`src/rtl/fft_stage_scheduler.sv`:
```
// fft_stage_scheduler: hands start pulses to the loader (unit 0), the LOG_N
// butterfly stages and the unloader (unit LOG_N+1), and tracks which unit
// owns each of the LOG_N+1 stage memories. Unit u reads mem u-1, writes mem u.
// Optional feature macro: FFT_SCHED_WATCHDOG_EN (per-unit job watchdog, WD_MAX).
module fft_stage_scheduler #(
    parameter int N     = 8,
    parameter int LOG_N = $clog2(N)
`ifdef FFT_SCHED_WATCHDOG_EN
    , parameter int WD_MAX = 64
`endif
) (
    input  logic             clk,
    input  logic             rst,
    input  logic             in_avail,
    input  logic             out_ready,
    input  logic [LOG_N+1:0] unit_done,
    output logic [LOG_N+1:0] unit_start,
    output logic [LOG_N+1:0] unit_busy,
    output logic [LOG_N:0]   mem_full,
    output logic             idle,
    output logic [15:0]      frame_cnt,
    output logic             error
);

    localparam int S = LOG_N;
    localparam int M = S + 1;
    localparam int U = S + 2;

    typedef enum logic [1:0] {
        MEM_EMPTY,
        MEM_WRITING,
        MEM_FULL,
        MEM_READING
    } mem_state_t;

    mem_state_t     mem_q [M];
    mem_state_t     mem_d [M];
    logic [U-1:0]   busy_q, busy_d;
    logic [U-1:0]   start_q, start_d;
    logic [15:0]    cnt_q, cnt_d;
    logic           err_q, err_d;
    logic [U-1:0]   ready_in, free_out, done_ok;

`ifdef FFT_SCHED_WATCHDOG_EN
    localparam int WD_W = $clog2(WD_MAX + 1);
    logic [WD_W-1:0] wd_q [U];
    logic [WD_W-1:0] wd_d [U];
    logic [U-1:0]    timeout;
`endif

    // State register: memory ownership, unit busy flags, start pulses, counters.
    always_ff @(posedge clk) begin
        if (rst) begin
            for (int unsigned k = 0; k < M; k++) mem_q[k] <= MEM_EMPTY;
            busy_q  <= '0;
            start_q <= '0;
            cnt_q   <= '0;
            err_q   <= 1'b0;
`ifdef FFT_SCHED_WATCHDOG_EN
            for (int unsigned u = 0; u < U; u++) wd_q[u] <= '0;
`endif
        end else begin
            for (int unsigned k = 0; k < M; k++) mem_q[k] <= mem_d[k];
            busy_q  <= busy_d;
            start_q <= start_d;
            cnt_q   <= cnt_d;
            err_q   <= err_d;
`ifdef FFT_SCHED_WATCHDOG_EN
            for (int unsigned u = 0; u < U; u++) wd_q[u] <= wd_d[u];
`endif
        end
    end

    // Next-state: start eligibility from registered state, then done/timeout effects.
    always_comb begin
        for (int unsigned k = 0; k < M; k++) mem_d[k] = mem_q[k];
        busy_d   = busy_q;
        start_d  = '0;
        cnt_d    = cnt_q;
        err_d    = err_q;
        done_ok  = '0;
        ready_in = '0;
        free_out = '0;

        // Unit u's input is mem u-1 (loader: in_avail); output is mem u (unloader: out_ready).
        ready_in[0]   = in_avail;
        free_out[U-1] = out_ready;
        for (int unsigned k = 0; k < M; k++) begin
            ready_in[k+1] = (mem_q[k] == MEM_FULL);
            free_out[k]   = (mem_q[k] == MEM_EMPTY);
        end

        for (int unsigned u = 0; u < U; u++) begin
            if (!busy_q[u] && ready_in[u] && free_out[u]) begin
                start_d[u] = 1'b1;
                busy_d[u]  = 1'b1;
            end
            if (unit_done[u]) begin
                if (busy_q[u]) begin
                    done_ok[u] = 1'b1;
                    busy_d[u]  = 1'b0;
                end else begin
                    err_d = 1'b1;
                end
            end
        end

        // Each memory sees at most one event per cycle; a producer's done is applied
        // last so a coincident consumer done can never leave the memory EMPTY.
        for (int unsigned k = 0; k < M; k++) begin
            if (start_d[k])   mem_d[k] = MEM_WRITING;
            if (start_d[k+1]) mem_d[k] = MEM_READING;
            if (done_ok[k+1]) mem_d[k] = MEM_EMPTY;
            if (done_ok[k])   mem_d[k] = MEM_FULL;
        end

        if (done_ok[U-1]) cnt_d = cnt_q + 16'd1;

`ifdef FFT_SCHED_WATCHDOG_EN
        timeout = '0;
        for (int unsigned u = 0; u < U; u++) begin
            wd_d[u] = wd_q[u];
            if (start_d[u]) begin
                wd_d[u] = '0;
            end else if (busy_q[u] && !unit_done[u]) begin
                if (wd_q[u] == WD_W'(WD_MAX - 1)) begin
                    timeout[u] = 1'b1;
                    busy_d[u]  = 1'b0;
                    err_d      = 1'b1;
                    wd_d[u]    = '0;
                end else begin
                    wd_d[u] = wd_q[u] + 1'b1;
                end
            end
        end
        // An abandoned job hands its input frame back and discards its partial output.
        for (int unsigned k = 0; k < M; k++) begin
            if (timeout[k+1]) mem_d[k] = MEM_FULL;
            if (timeout[k])   mem_d[k] = MEM_EMPTY;
        end
`endif
    end

    // Status outputs derived from registered ownership state.
    always_comb begin
        idle = (busy_q == '0);
        for (int unsigned k = 0; k < M; k++) begin
            mem_full[k] = (mem_q[k] == MEM_FULL);
            if (mem_q[k] != MEM_EMPTY) idle = 1'b0;
        end
    end

    assign unit_start = start_q;
    assign unit_busy  = busy_q;
    assign frame_cnt  = cnt_q;
    assign error      = err_q;

endmodule

```
`config.mk`:
```
export PLATFORM = sky130hd
export DESIGN_NAME = fft_stage_scheduler
export DESIGN_NICKNAME = d
export VERILOG_FILES = /design/src/rtl/fft_stage_scheduler.sv
export SDC_FILE = /design/constraint.sdc
export NUM_CORES = 1
export LEC_CHECK = 0
export CORE_MARGIN = 2
export CORE_UTILIZATION = 60
export CTS_CLUSTER_SIZE = 40
export DETAILED_ROUTE_END_ITERATION = 7
export DONT_BUFFER_PORTS = 1
export PLACE_DENSITY = 0.73
export SLEW_MARGIN = 20
export SYNTH_ARGS = -nofsm -noshare
export SYNTH_HDL_FRONTEND = slang
export SYNTH_SLANG_ARGS = --single-unit
```
`constraint.sdc`:
```
create_clock -name clk -period 3.5 [get_ports clk]
set_input_delay 0.525 -clock clk [delete_from_list [all_inputs] [get_ports clk]]
set_output_delay 0.525 -clock clk [all_outputs]
set_load 0.005 [all_outputs]
```
Yosys cells after proc, flatten, opt, wreduce, memory -nomap -nowiden
Memories as Yosys holds them, arrays and structs flattened.
Cells that the tools add are included.
- bits in registers: 27
- memory bits (writable): 8
- bits of input ports: 9
- output and inout port bits: 32
- word-level logic and storage cells: 105
- memories kept: 1
- add/subtract/negate cells: 1
- equality and inequality tests: 4
- mux-type cells: 67
- bitwise logic cells: 4
- reductions and logical operators: 24
- memory list (name ; depth ; width ; rd ports ; clocked after memory_dff ; write ports ; RTL line ; text):
    mem_q ; 4 ; 2 ; 4 ; 0 ; 4 ; 36 ; mem_state_t mem_q [M];
- operator list (operator ; number):
    two-way mux 1 bit ; 47
    two-way mux 2 bit ; 20
    adder 16 x 1 -> 16 bit, second input constant ; 1
    logical AND 1 bit ; 10
    equality test 2 bit, second input constant ; 4
    logical NOT 2 bit ; 4
    nonzero test 2 bit ; 4
    logical NOT 1 bit ; 5
    logical NOT 5 bit ; 1
    OR 1 bit ; 4

Logic depth before layout (Yosys ltp)
Gate-level depths: netlist of run 1.
- word-level depth: 10
- mapped depth: 6
- gate-level depth less buffers: 5

Worst setup path after synthesis of run 1
No wires, ideal clock.
- path kind: register to output
- start: memory mem_q[2][0] (netlist name)
- end: output port idle
- data arrival time: 0.926 ns
- slack: 2.049 ns
- cell stages (with the launch flop): 3
- buffers on the path: 0
- cells stage by stage: dfxtp_1 nor4_1 and4b_1
- RTL lines (what ; RTL line ; text):
    from (decl) ; 36 ;
    to (decl) ; 20 ; output logic idle,

==> impl_metrics.csv, run 1 <==
group,metric,value,unit
yosys,synth_warnings,0,
flow_run,cap_viol_max_count,0,
global_routing,grt_pass1_vias,1148,
place,dp_hpwl,2.07,mm
yosys,netlist_area,1460,um2
global_routing,grtUsageMet3,10.7,%
cts,cts_buffer_depth,2,
global_routing,grt_max_degree,33,
timing,finalSetupViolCount,0,
hold_path,hp-class,"in -> reg",
floorplan,pin_count,41,
setup_path,worst_setup_path_start_kind,"register",
floorplan,fp.dieW,53.3,um
cts,cts_resized,0,
timing,rsz0062_at_grt,"false",
yosys,async_flop_share,0,%
power,ir_drop,0.000299,V
place,gp_congestion,0.878,
cts,cts-htree-levels,2,
power,comb_power_share,4.8,%
setup_path,crit_chain,"nor4_1 -> and4b_1",
power,powerDensity,457,nW/um2
yosys,synth_top_area_cell,"dfxtp_1",
yosys,synth_cells,168,
yosys,synth_edf_count,0,
timing,min_period_over_period,56.7,%
yosys,synth_top_area_share,48.0,%
timing,hold_viol_final,0,
route,ant_nets,0,
power,switching_share,23.0,%
global_routing,use_met2,37.2,%
yosys,ys.flop_type,"dfxtp_1",
place,port_buffers,0,
global_routing,met1_usage,28.5,%
global_routing,antenna_found_initial,0,
yosys,ys_seq_area_share,48.0,%
setup_path,critPathMaxFanout,4,
power,power.total,703,uW
route,vias,1238,
global_routing,grt.total_usage,24.3,%
setup_path,rr_worst_depth,4,
layout,num_antenna_cells,0,
setup_path,path_buf_inv,0,
timing,skew,0.00440,ns
timing,tightestPinTransition,0.490,ns
floorplan,initial_utilization,64.7,%
layout,final_layout_size_suffix_gt1_share,7.60,%
setup_path,critPathSlowestCell,"nor4_1",
yosys,synth_most_common_cell,"dfxtp_1",
floorplan,dieArea,2840,um2
cts,post_cts_buffers,0,
setup_path,end_kind,"output pin",
power,power.internal,542,uW
floorplan,die_h,53.3,um
route,vias_per_cell,6.22,
yosys,synth-seq-cells,35,
power,power_frac_seq,59.6,%
floorplan,core,2250,um2
cts,path_clk_slew,0.11,ns
setup_path,path_class,"reg -> out",
cts,clock_sinks,35,
run_status,outcome,"completed",
cts,insertion_delay,0.33,ns
global_routing,grt_remaining_overflow,0,
cts,cts_tree,"yes",
cts,numCtsBuffers,5,
yosys,ys_types,39,
yosys,yosys-top-cells-area,"dfxtp_1, a21oi_1, nand2_1",
global_routing,grt_pass1_wl,4.90,mm
timing,max_freq,504,MHz
power,total_leakage_power,0.000563,uW
setup_path,path_depth,2,
cts,ctsRootBufferMaster,"clkbuf_4",
global_routing,gr-max-usage-layer,"met2",
setup_path,crit_arrival,1.46,ns
floorplan,rows,17,
power,power_switching,162,uW
yosys,ys_top_cells_by_count,"dfxtp_1, a21oi_1, nand2_1",
layout,area_growth,5.49,%
setup_path,critPathRequiredTime,2.97,ns
setup_path,cp_top_family,"simple AND/OR/NAND/NOR gates",
setup_path,cpPeakStageDelay,0.48,ns
route,dr.pass1.iters,4,
power,clockPowerShare,35.6,%
route,routedWlPerCell,15.3,um
timing,min_period,1.99,ns
route,route.detailed.drc,0,
yosys,avgSynthCellArea,8.68,um2
yosys,synth_nets,178,
layout,fin_nets,180,
timing,tns,0,ns
route,drtIter0Drc,26,
timing,max_slew_margin,67.1,%
route,drt-total-wl,3.04,mm
cts,holdBufCountCts,0,
hold_path,worstHoldPathCells,1,
timing,final-max-slew-violation-count,0,
==> worst paths after layout <==
kind	to	slack, ns	startpoint
max	idle	1.51	mem_q[1][1]
min	mem_q[0][1]	0.25	rst
max reg2reg	frame_cnt[13]	1.95	unit_busy[4]
min reg2reg	mem_q[3][1]	0.49	mem_q[3][1]
==> power by group through the flow <==
stage	registers [uW]	logic (uW)	clock network [uW]
final	419	33.7	250
after global placement	427	31.9	0
after floorplan	425	31.8	0
after global routing	421	37.4	266
after detailed placement	428	33.4	0
after CTS	419	33.6	252
==> sequential cells by signal (all words and copies together), names as in the netlist <==
register / count
frame_cnt: 16
error: 1
unit_start: 5
mem_q: 8
unit_busy: 5
==> cell usage in the layout (no fill, tap or decap), types with 2 or more instances in the layout <==
cell,count
nor2_1,16
clkbuf_4,5
a21oi_1,22
clkbuf_8,2
nand2b_1,3
nand2_1,22
xnor2_1,3
inv_1,6
o21ai_0,4
or3_1,3
xor2_1,7
nor4_1,3
nand3_1,5
nor3_1,3
and4_1,2
nand4_1,3
dfxtp_1,35
nor2b_1,6
==> final cells by class <==
class	count	area, um2
fill	199	716
multi-input combinational	122	712
sequential	35	701
clock buffer	8	68.8
tap	28	35.0
inverter	6	22.5
==> through the flow <==
step	area (um2)	worst slack [ns]	hold WS [ns]	util [%]	cells
finish	1540	1.51	0.245	68.3	199
global route	1540	1.40	0.223	68.3	199
CTS	1540	1.53	0.238	68.3	199
detailed placement	1470	1.91	0.477	65.2	191
global placement	1470	1.96	0.463	65.2	191
floorplan	1460	2.05	0.457	-	168
==> cell families after synthesis <==
family / count (synthesis) / share of synthesized area [%]
simple gates: 78 / 29.5
flops: 35 / 48.0
compound gates: 33 / 12.4
buf+inv: 11 / 3.17
xor+xnor: 10 / 6.00
fa+ha+maj: 1 / 0.857
==> layer usage <==
layer	wire (um)	up-vias
met5	0	-
li1	-	589
met4	47	0
met2	1340	56
met3	310	9
met1	1340	584
Power figures use the tool's default switching activity.
==> run 2: changes to the inputs <==
--- a/config.mk
+++ b/config.mk
@@ -6,11 +6,11 @@
 export NUM_CORES = 1
 export LEC_CHECK = 0
 export CORE_MARGIN = 2
-export CORE_UTILIZATION = 60
+export CORE_UTILIZATION = 55
 export CTS_CLUSTER_SIZE = 40
 export DETAILED_ROUTE_END_ITERATION = 7
 export DONT_BUFFER_PORTS = 1
-export PLACE_DENSITY = 0.73
+export PLACE_DENSITY = 0.7
 export SLEW_MARGIN = 20
 export SYNTH_ARGS = -nofsm -noshare
 export SYNTH_HDL_FRONTEND = slang
==> constraint.sdc (replaced) <==
create_clock -name clk -period 1.64 [get_ports clk]
set_input_delay 0.246 -clock clk [delete_from_list [all_inputs] [get_ports clk]]
set_output_delay 0.246 -clock clk [all_outputs]
set_load 0.005 [all_outputs]
==> run 2 against run 1 <==
Routed wire length is 0.36% lower; power increased by 120%; cell count rose by 5.0%; critical path depth unchanged; die area increased by 8.4%; count of clock-buffer cells in the layout is 1 lower; first-iteration DRC count grew 12%; sequential power is 110% higher; sequential share of layout area shrank 2.6 points; final area increased by 5.9%.
==> impl_metrics.csv, run 2 (synthesis results as in run 1) <==
group,metric,value,unit
power,clockPowerShare,35.3,%
setup_path,critPathRequiredTime,1.39,ns
global_routing,grt_max_degree,31,
cts,cts_buffer_depth,2,
timing,final-max-slew-violation-count,0,
setup_path,startpoint,"mem_q[2][0]",
global_routing,grt.total_usage,21.2,%
layout,fillerInstances,212,
layout,fin_util,65.2,%
cts,clock_sinks,35,
place,gp_congestion,0.800,
setup_path,crit_chain,"nor4_4 -> and4b_1",
setup_path,worst_setup_path_start_kind,"register",
power,powerDensity,942,nW/um2
route,vias,1214,
hold_path,hp-class,"in -> reg",
timing,min_period_over_period,96.9,%
timing,tightestPinTransition,1.06,ns
setup_path,crit_arrival,1.34,ns
cts,insertion_delay,0.34,ns
setup_path,end_kind,"output pin",
timing,rsz0062_at_grt,"true",
run_status,outcome,"completed",
layout,final_layout_size_suffix_gt1_share,13.4,%
setup_path,cp_top_family,"simple AND/OR/NAND/NOR gates",
timing,min_period,1.59,ns
floorplan,core,2500,um2
route,drtIter0Drc,29,
setup_path,path_class,"reg -> out",
layout,final_cell_mix,"dfxtp_1, nand2_1, a21oi_1",
global_routing,grt_pass1_vias,1190,
setup_path,critPathMaxFanout,4,
floorplan,die_h,55.5,um
timing,skew,0.0113,ns
setup_path,cpPeakStageDelay,0.38,ns
power,comb_power_share,6.2,%
layout,layout_commonest_cell,"dfxtp_1",
timing,max_slew_margin,28.9,%
floorplan,initial_utilization,58.4,%
setup_path,regToRegStartpoint,"frame_cnt[0]",
power,switching_share,24.0,%
place,dp_hpwl,2.16,mm
floorplan,pin_count,41,
layout,regArea,701,um2
route,ant_nets,0,
timing,max_freq,629,MHz
power,ir_drop,0.000707,V
route,routedWlPerCell,14.5,um
flow_run,cap_viol_max_count,0,
floorplan,rows,18,
route,dr.pass1.iters,4,
global_routing,grt_remaining_overflow,0,
power,power_switching,369,uW
timing,hold_viol_final,0,
hold_path,hold_start,"in_avail",
layout,num_antenna_cells,0,
cts,numCtsBuffers,5,
global_routing,grt_pass1_wl,5.22,mm
power,power_frac_seq,58.4,%
power,total_leakage_power,0.000612,uW
route,drt-total-wl,3.03,mm
cts,cts-htree-levels,2,
power,power.total,1540,uW
layout,multi_input_area,734,um2
cts,path_clk_slew,0.11,ns
layout,fin_nets,188,
setup_path,path_buf_inv,0,
route,route.detailed.drc,0,
cts,cts_tree,"yes",
timing,finalSetupViolCount,0,
floorplan,dieArea,3080,um2
floorplan,fp.dieW,55.5,um
power,power.internal,1170,uW
cts,post_cts_buffers,0,
cts,ctsRootBufferMaster,"clkbuf_4",
layout,largest_reg_flops,16,
route,vias_per_cell,5.81,
global_routing,antenna_found_initial,0,
place,port_buffers,0,
setup_path,critPathSlowestCell,"dfxtp_1",
layout,area_growth,11.7,%
run 2: cell count changes in the layout (fill, tap and decap cells not counted), sizes merged:
cell / previous run / this run
clkinvlp: 0 / 1
buf: 0 / 7
dlygate4sd3: 0 / 1
clkbuf: 8 / 7
run 2: power groups by stage:
stage	Combinational, uW	Sequential [uW]	Clock, uW
after floorplan	67.9	907	0
after global placement	76.8	913	0
after detailed placement	77.8	914	0
after CTS	91.1	895	552
after global routing	108	902	596
final	95.9	898	543
run 2: metrics by stage:
step | area [um2] | setup TNS (ns) | setup WS [ns] | hold slack, ns | instances
floorplan | 1460 | 0 | 0.260 | 0.396 | 168
CTS | 1610 | 0 | 0.0454 | 0.0497 | 209
finish | 1630 | 0 | 0.0511 | 0.0562 | 209
global placement | 1530 | 0 | 0.199 | 0.318 | 200
global route | 1630 | -0.0427 | -0.0427 | 0.0347 | 209
detailed placement | 1530 | 0 | 0.153 | 0.320 | 200
run 2: worst reg2reg max path: cells and delay by family (launching register included):
family | cells | cell delay, ns
fa+ha+maj | 1 | 0.18
simple gates | 3 | 0.62
xor+xnor | 1 | 0.16
flops | 1 | 0.41
run 2: worst paths after layout:
kind | end | cells past startpoint | slack [ns]
max | idle | 2 | 0.05
min | unit_start[0] | 2 | 0.06
max reg2reg | frame_cnt[12] | 5 | 0.11
min reg2reg | mem_q[1][1] | 2 | 0.52
run 2: cell type report:
class	count	area share [%]
timing repair buffer	8	3.84
inverter	6	1.38
multi-input combinational	122	45.0
clock buffer	7	3.99
sequential	35	43.0
clock inverter	1	0.460
tap	30	2.30
run 2: metal layers:
metal	GRT usage (%)	up-vias	wire length, um	share of wire (%)
met4	8.71	0	40	1.3
met2	36.1	36	1490	49
met1	23.7	563	1310	43
met3	7.96	5	194	6.4
li1	-	610	-	-
met5	0	-	0	0
run 2: timing repair:
item,in CTS,in global routing
pin swaps,0,0
setup endpoints to repair,1,2
cloned,0,0
endpoints found under the hold margin,30,0
resized for setup,1,3
hold buffers,1,0
